==> config.mk <==
export PLATFORM = sky130hd
export DESIGN_NAME = worker_feeder
export DESIGN_NICKNAME = d
export VERILOG_FILES = /design/src/rtl/worker_feeder.sv
export SDC_FILE = /design/constraint.sdc
export NUM_CORES = 1
export LEC_CHECK = 0
export ABC_AREA = 1
export ABC_CLOCK_PERIOD_IN_PS = 7800
export BUFFER_PORTS_ARGS = -buffer_cell sky130_fd_sc_hd__buf_4
export CORE_ASPECT_RATIO = 1.5
export CORE_UTILIZATION = 32
export DETAILED_ROUTE_END_ITERATION = 12
export PLACE_DENSITY = 0.49
export RECOVER_POWER = 100
export SLEW_MARGIN = 30
export SYNTH_ARGS = -nofsm -noshare
export SYNTH_HDL_FRONTEND = slang
export SYNTH_SLANG_ARGS = --single-unit
==> constraint.sdc <==
create_clock -name clk -period 7.8 [get_ports clk]
set_input_delay 0.78 -clock clk [delete_from_list [all_inputs] [get_ports clk]]
set_output_delay 0.78 -clock clk [all_outputs]
set_load 0.005 [all_outputs]
==> src/rtl/worker_feeder.sv <==
// worker_feeder: read-side sequencer feeding one worker from the vid, dist and loc SRAMs.
// Per batch: reads one vid row, then streams Q*NSUB dist/loc reads (q-major, s-minor)
// under a worker_ready throttle, tagging each returned sub-batch with its vertex/sub index.
// Ports:
//   clk, rst_n          clock, synchronous active-low reset
//   start, batch_num    one-cycle batch request and its batch number
//   worker_ready        worker accepts a sub-batch next cycle
//   vid_rdata           vid SRAM read data (slot 0 in the low bits)
//   vid_ren/vid_raddr   vid SRAM read port
//   dist_ren/dist_raddr dist SRAM read port
//   loc_ren/loc_raddr   loc SRAM read port
//   sub_valid, cur_vid, vid_idx, sub_idx, vid_last   tagged return data to the worker
//   busy, batch_done    batch status
module worker_feeder #(
    parameter int unsigned Q               = 16,
    parameter int unsigned NSUB            = 16,
    parameter int unsigned VID_BW          = 16,
    parameter int unsigned VID_ADDR_SPACE  = 4,
    parameter int unsigned DIST_ADDR_SPACE = 16,
    parameter int unsigned LOC_ADDR_SPACE  = 4,
    parameter int unsigned BATCH_BW        = 8
) (
    input  logic                         clk,
    input  logic                         rst_n,
    input  logic                         start,
    input  logic [BATCH_BW-1:0]          batch_num,
    input  logic                         worker_ready,
    input  logic [Q*VID_BW-1:0]          vid_rdata,
    output logic                         vid_ren,
    output logic [VID_ADDR_SPACE-1:0]    vid_raddr,
    output logic                         dist_ren,
    output logic [DIST_ADDR_SPACE-1:0]   dist_raddr,
    output logic                         loc_ren,
    output logic [LOC_ADDR_SPACE-1:0]    loc_raddr,
    output logic                         sub_valid,
    output logic [VID_BW-1:0]            cur_vid,
    output logic [$clog2(Q)-1:0]         vid_idx,
    output logic [LOC_ADDR_SPACE-1:0]    sub_idx,
    output logic                         vid_last,
    output logic                         busy,
    output logic                         batch_done
);

    localparam int unsigned QW      = $clog2(Q);
    localparam int unsigned VID_LOW = DIST_ADDR_SPACE - LOC_ADDR_SPACE;

    typedef enum logic [2:0] {
        IDLE    = 3'd0,
        VID_RD  = 3'd1,
        VID_LAT = 3'd2,
        STREAM  = 3'd3,
        DRAIN   = 3'd4,
        DONE    = 3'd5
    } state_t;

    state_t                      state;
    logic [VID_BW-1:0]           row [Q];
    logic [QW-1:0]               q;
    logic [LOC_ADDR_SPACE-1:0]   s;
    // Tag stage travels alongside dist_ren, matching the one-cycle SRAM latency
    logic [QW-1:0]               tag_q;
    logic [LOC_ADDR_SPACE-1:0]   tag_s;
    logic [VID_BW-1:0]           tag_vid;

    // Only the low batch_num bits select a vid row; the rest are intentionally dropped
    logic unused_batch_bits;
    assign unused_batch_bits = ^batch_num[BATCH_BW-1:VID_ADDR_SPACE];

    // Sequencer, address generation and tag pipeline
    always_ff @(posedge clk) begin
        if (!rst_n) begin
            state      <= IDLE;
            q          <= '0;
            s          <= '0;
            tag_q      <= '0;
            tag_s      <= '0;
            tag_vid    <= '0;
            for (int i = 0; i < Q; i++) row[i] <= '0;
            vid_ren    <= 1'b0;
            vid_raddr  <= '0;
            dist_ren   <= 1'b0;
            dist_raddr <= '0;
            loc_ren    <= 1'b0;
            loc_raddr  <= '0;
            sub_valid  <= 1'b0;
            cur_vid    <= '0;
            vid_idx    <= '0;
            sub_idx    <= '0;
            vid_last   <= 1'b0;
            busy       <= 1'b0;
            batch_done <= 1'b0;
        end else begin
            case (state)
                IDLE: begin
                    batch_done <= 1'b0;
                    if (start) begin
                        vid_raddr <= batch_num[VID_ADDR_SPACE-1:0];
                        vid_ren   <= 1'b1;
                        busy      <= 1'b1;
                        state     <= VID_RD;
                    end
                end
                VID_RD: begin
                    vid_ren <= 1'b0;
                    state   <= VID_LAT;
                end
                VID_LAT: begin
                    for (int i = 0; i < Q; i++) row[i] <= vid_rdata[i*VID_BW +: VID_BW];
                    q     <= '0;
                    s     <= '0;
                    state <= STREAM;
                end
                STREAM: begin
                    if (worker_ready) begin
                        dist_ren   <= 1'b1;
                        loc_ren    <= 1'b1;
                        dist_raddr <= {row[q][VID_LOW-1:0], s};
                        loc_raddr  <= s;
                        tag_q      <= q;
                        tag_s      <= s;
                        tag_vid    <= row[q];
                        if (s == LOC_ADDR_SPACE'(NSUB - 1)) begin
                            s <= '0;
                            q <= q + QW'(1);
                            if (q == QW'(Q - 1)) state <= DRAIN;
                        end else begin
                            s <= s + LOC_ADDR_SPACE'(1);
                        end
                    end else begin
                        dist_ren <= 1'b0;
                        loc_ren  <= 1'b0;
                    end
                end
                DRAIN: begin
                    dist_ren <= 1'b0;
                    loc_ren  <= 1'b0;
                    // Final tagged beat visible now; done pulse lands in the following cycle
                    if (sub_valid && vid_last && vid_idx == QW'(Q - 1)) begin
                        batch_done <= 1'b1;
                        state      <= DONE;
                    end
                end
                DONE: begin
                    batch_done <= 1'b0;
                    busy       <= 1'b0;
                    state      <= IDLE;
                end
                default: state <= IDLE;
            endcase

            // Return-data tagging: valid exactly one cycle after each read enable
            sub_valid <= dist_ren;
            vid_last  <= dist_ren && (tag_s == LOC_ADDR_SPACE'(NSUB - 1));
            if (dist_ren) begin
                cur_vid <= tag_vid;
                vid_idx <= tag_q;
                sub_idx <= tag_s;
            end
        end
    end

endmodule

==> results.py <==
metrics = {
    "logic_synthesis": {
        "avgSynthCellArea_um2": 8.23,
        "synth_edf_count": 256,
        "synth_nets": 2165,
        "netlist_instances": 1895,
        "synth_area_leaders": "edfxtp_1, nand2_1, inv_1",
        "synth_ff_type": "edfxtp_1",
        "synth_top_area_share_pct": 49.3,
        "async_reset_ff_share_pct": 0,
        "yosysTopAreaCell": "edfxtp_1",
        "synth-warning-count": 0,
        "ys_ff_latch": 329,
        "seq_area_frac_synth_pct": 58.7,
        "synth_area_um2": 15600,
        "synth.distinct_cells": 27,
    },
    "timing": {
        "finClkSkew_ps": 16.8,
        "min_period_ps": 5000,
        "worst_hold_slack_ps": 457,
        "layout_setup_ws_ps": 2800,
        "maxSlewHeadroom_pct": -97.2,
        "final-hold-violation-count": 0,
        "worst_pin_slew_ps": 2960,
        "drv_slew": 108,
        "setup_viol": 0,
        "period_share_pct": 64.1,
        "rsz0062_at_grt": "no",
        "finalSetupTns_ps": 0,
        "fmax_mhz": 200,
    },
    "finish": {
        "diodes": 0,
        "layout-drive-gt1-share_pct": 17.5,
        "regArea_um2": 9150,
        "synthToLayoutAreaGrowth_pct": 24.7,
        "final_nets": 2420,
        "fillers": 4979,
        "multi_input_area_um2": 4320,
    },
    "clocking": {
        "htreeDepth": 2,
        "clockRootBuffer": "clkbuf_16",
        "cts_tree": "done",
        "path_clk_slew_ps": 60,
        "cts_sinks": 329,
        "cts_buffer_depth": 3,
        "cts_setup_buffers": 0,
        "ctsResizeCount": 0,
        "clk_latency_ps": 540,
        "postCtsHoldBufs": 0,
        "numCtsBuffers": 36,
    },
    "routing": {
        "antenna_left": 0,
        "avgViaCountPerCell": 4.37,
        "vias": 12400,
        "post_drt_wl_per_cell_um": 16.7,
        "drcViolationCount": 0,
        "first_pass_iters": 5,
        "totalWireLength_mm": 47.2,
        "drtIter0Drc": 778,
    },
    "global_routing": {
        "groute.layer.met3.usage_pct": 2.05,
        "grt_overflow": 0,
        "first_global_vias": 12300,
        "met1_usage_pct": 21.9,
        "antenna_found_initial": 0,
        "grt_max_degree": 141,
        "top_usage_layer": "met2",
        "track_usage_pct": 19.0,
        "grtUsageMet2_pct": 35.7,
        "grt_pass1_wl_mm": 70.3,
    },
    "worst_hold_path": {
        "hp-class": "reg2reg",
        "min_path_cells": 2,
    },
    "placed_design": {
        "place_congestion": 0.784,
        "place_ws_ps": 4670,
        "port_buffers": 318,
        "dp_hpwl_mm": 33.1,
    },
    "setup_path": {
        "crit_fanout": 71,
        "required_ps": 7690,
        "crit_path_start_kind": "primary input",
        "r2r_cells": 5,
        "worstPathArrival_ps": 4890,
        "crit_type": "in2reg",
        "crit_path_end_kind": "flop",
    },
    "die": {
        "start_util_pct": 32.5,
        "die-height_um": 272,
        "rows": 98,
        "die_w_um": 182,
        "core_um2": 47900,
        "die-area_um2": 49700,
        "pin_count": 323,
    },
    "status": {
        "violations": "capacitance limit, slew limit",
        "status": "finished with violations",
    },
    "job": {
        "drv_cap": 2,
    },
    "pwr": {
        "leakage_nw": 9.94,
        "power_density_nw_per_um2": 254,
        "peakVddDrop_v": 0.000154,
    },
}
[placed cells by master (no fill, tap or decap)]
master and instances:
inv_1 419, a211oi_1 1, clkbuf_16 39, inv_2 4
a21oi_1 25, a31oi_1 1, nand2_1 538, clkinv_2 4
nand2_8 2, clkbuf_1 17, nor3_1 2, nand4_1 3
inv_4 2, dfxtp_1 71, o21ai_0 29, nor2_4 1
dfxtp_4 1, dfxtp_2 1, a22oi_1 1, buf_4 271
buf_12 1, inv_6 2, o21a_1 14, clkinv_1 8
ha_1 2, nor4_1 2, edfxtp_1 256, nor2_1 212
clkbuf_8 2, nand2_2 1, clkbuf_4 50, nand3_1 192
xor2_1 2, nor3_2 1
[area by class of cell]
class                           count  area share (%)
Clock buffer                       51            5.35
Clock inverter                     14           0.360
Inverter                          425            8.21
Multi-Input combinational cell   1029            22.2
Sequential cell                   329            47.0
Tap cell                          650            4.18
Timing Repair Buffer              329            12.6
[cells by family after synthesis]
group / synth area share, %
and+or+nand+nor: 24.7
DFF: 58.7
xor gates and xnor gates: 0.112
adders and majority gates: 0.160
AOI/OAI and AO/OA: 2.54
buffers and inverters: 13.8
[state kept, by name (all words and copies together), names as in the netlist, named ones only]
signal,cells
vid_raddr,4
vid_last,1
tag_q,4
tag_vid,5
vid_idx,4
batch_done,1
cur_vid,16
sub_valid,1
dist_raddr,15
state,3
q,4
busy,1
s,4
loc_ren,1
vid_ren,1
sub_idx,4
row,256
[metrics by stage]
step                      instance area [µm²]  util (%)  cells  total power, mW
after floorplan                         15600         -   1895             3.05
after global routing                    19500      40.6   2827             5.20
after detailed placement                18400      38.3   2762             3.36
final                                   19500      40.6   2827             4.94
after CTS                               19500      40.6   2827             5.00
after global placement                  18400      38.3   2762             3.34
[synth_stat cells (2+ instances only)]
| cell | n |
|---|---|
| edfxtp_1 | 256 |
| buf_4 | 19 |
| buf_2 | 45 |
| a21oi_1 | 25 |
| inv_1 | 420 |
| dfxtp_1 | 73 |
| nand4_1 | 3 |
| xor2_1 | 2 |
| ha_1 | 2 |
| inv_2 | 4 |
| o21ai_0 | 29 |
| nor2_1 | 212 |
| nor3_1 | 2 |
| nand3_1 | 192 |
| buf_1 | 17 |
| nor4_1 | 2 |
| buf_6 | 2 |
| nand2_1 | 540 |
| clkbuf_1 | 29 |
| o21a_1 | 14 |
[path summary, 6_finish.rpt]
kind                                 from                 endpoint  slack [ps]
hold / removal    sub_idx[2]$_SDFFE_PN0P_  sub_idx[2]$_SDFFE_PN0P_         460
setup / recovery                    rst_n  row[7][0]$_SDFFCE_PN0P_        2800
hold reg to reg   sub_idx[2]$_SDFFE_PN0P_  sub_idx[2]$_SDFFE_PN0P_         460
setup reg to reg    state[1]$_SDFFE_PN0P_  row[7][0]$_SDFFCE_PN0P_        3700
[worst max-delay path, cell delays in order]
cell and delay (ps):
clkbuf_1 2040, nand2_8 850, clkbuf_1 1150
[per-layer routing]
metal	vias to the layer above	wire, µm
li1	6249	-
met1	5689	18600
met2	360	25200
met3	69	1900
met4	0	1460
met5	-	0
[power by group]
part           switching [mW]  leakage (nW)  internal (mW)
logic                   0.575          6.14          0.296
clock network           0.699         0.547          0.933
registers               0.109          3.25           2.33
total                    1.38          9.94           3.56
Power figures use the tool's default switching activity.
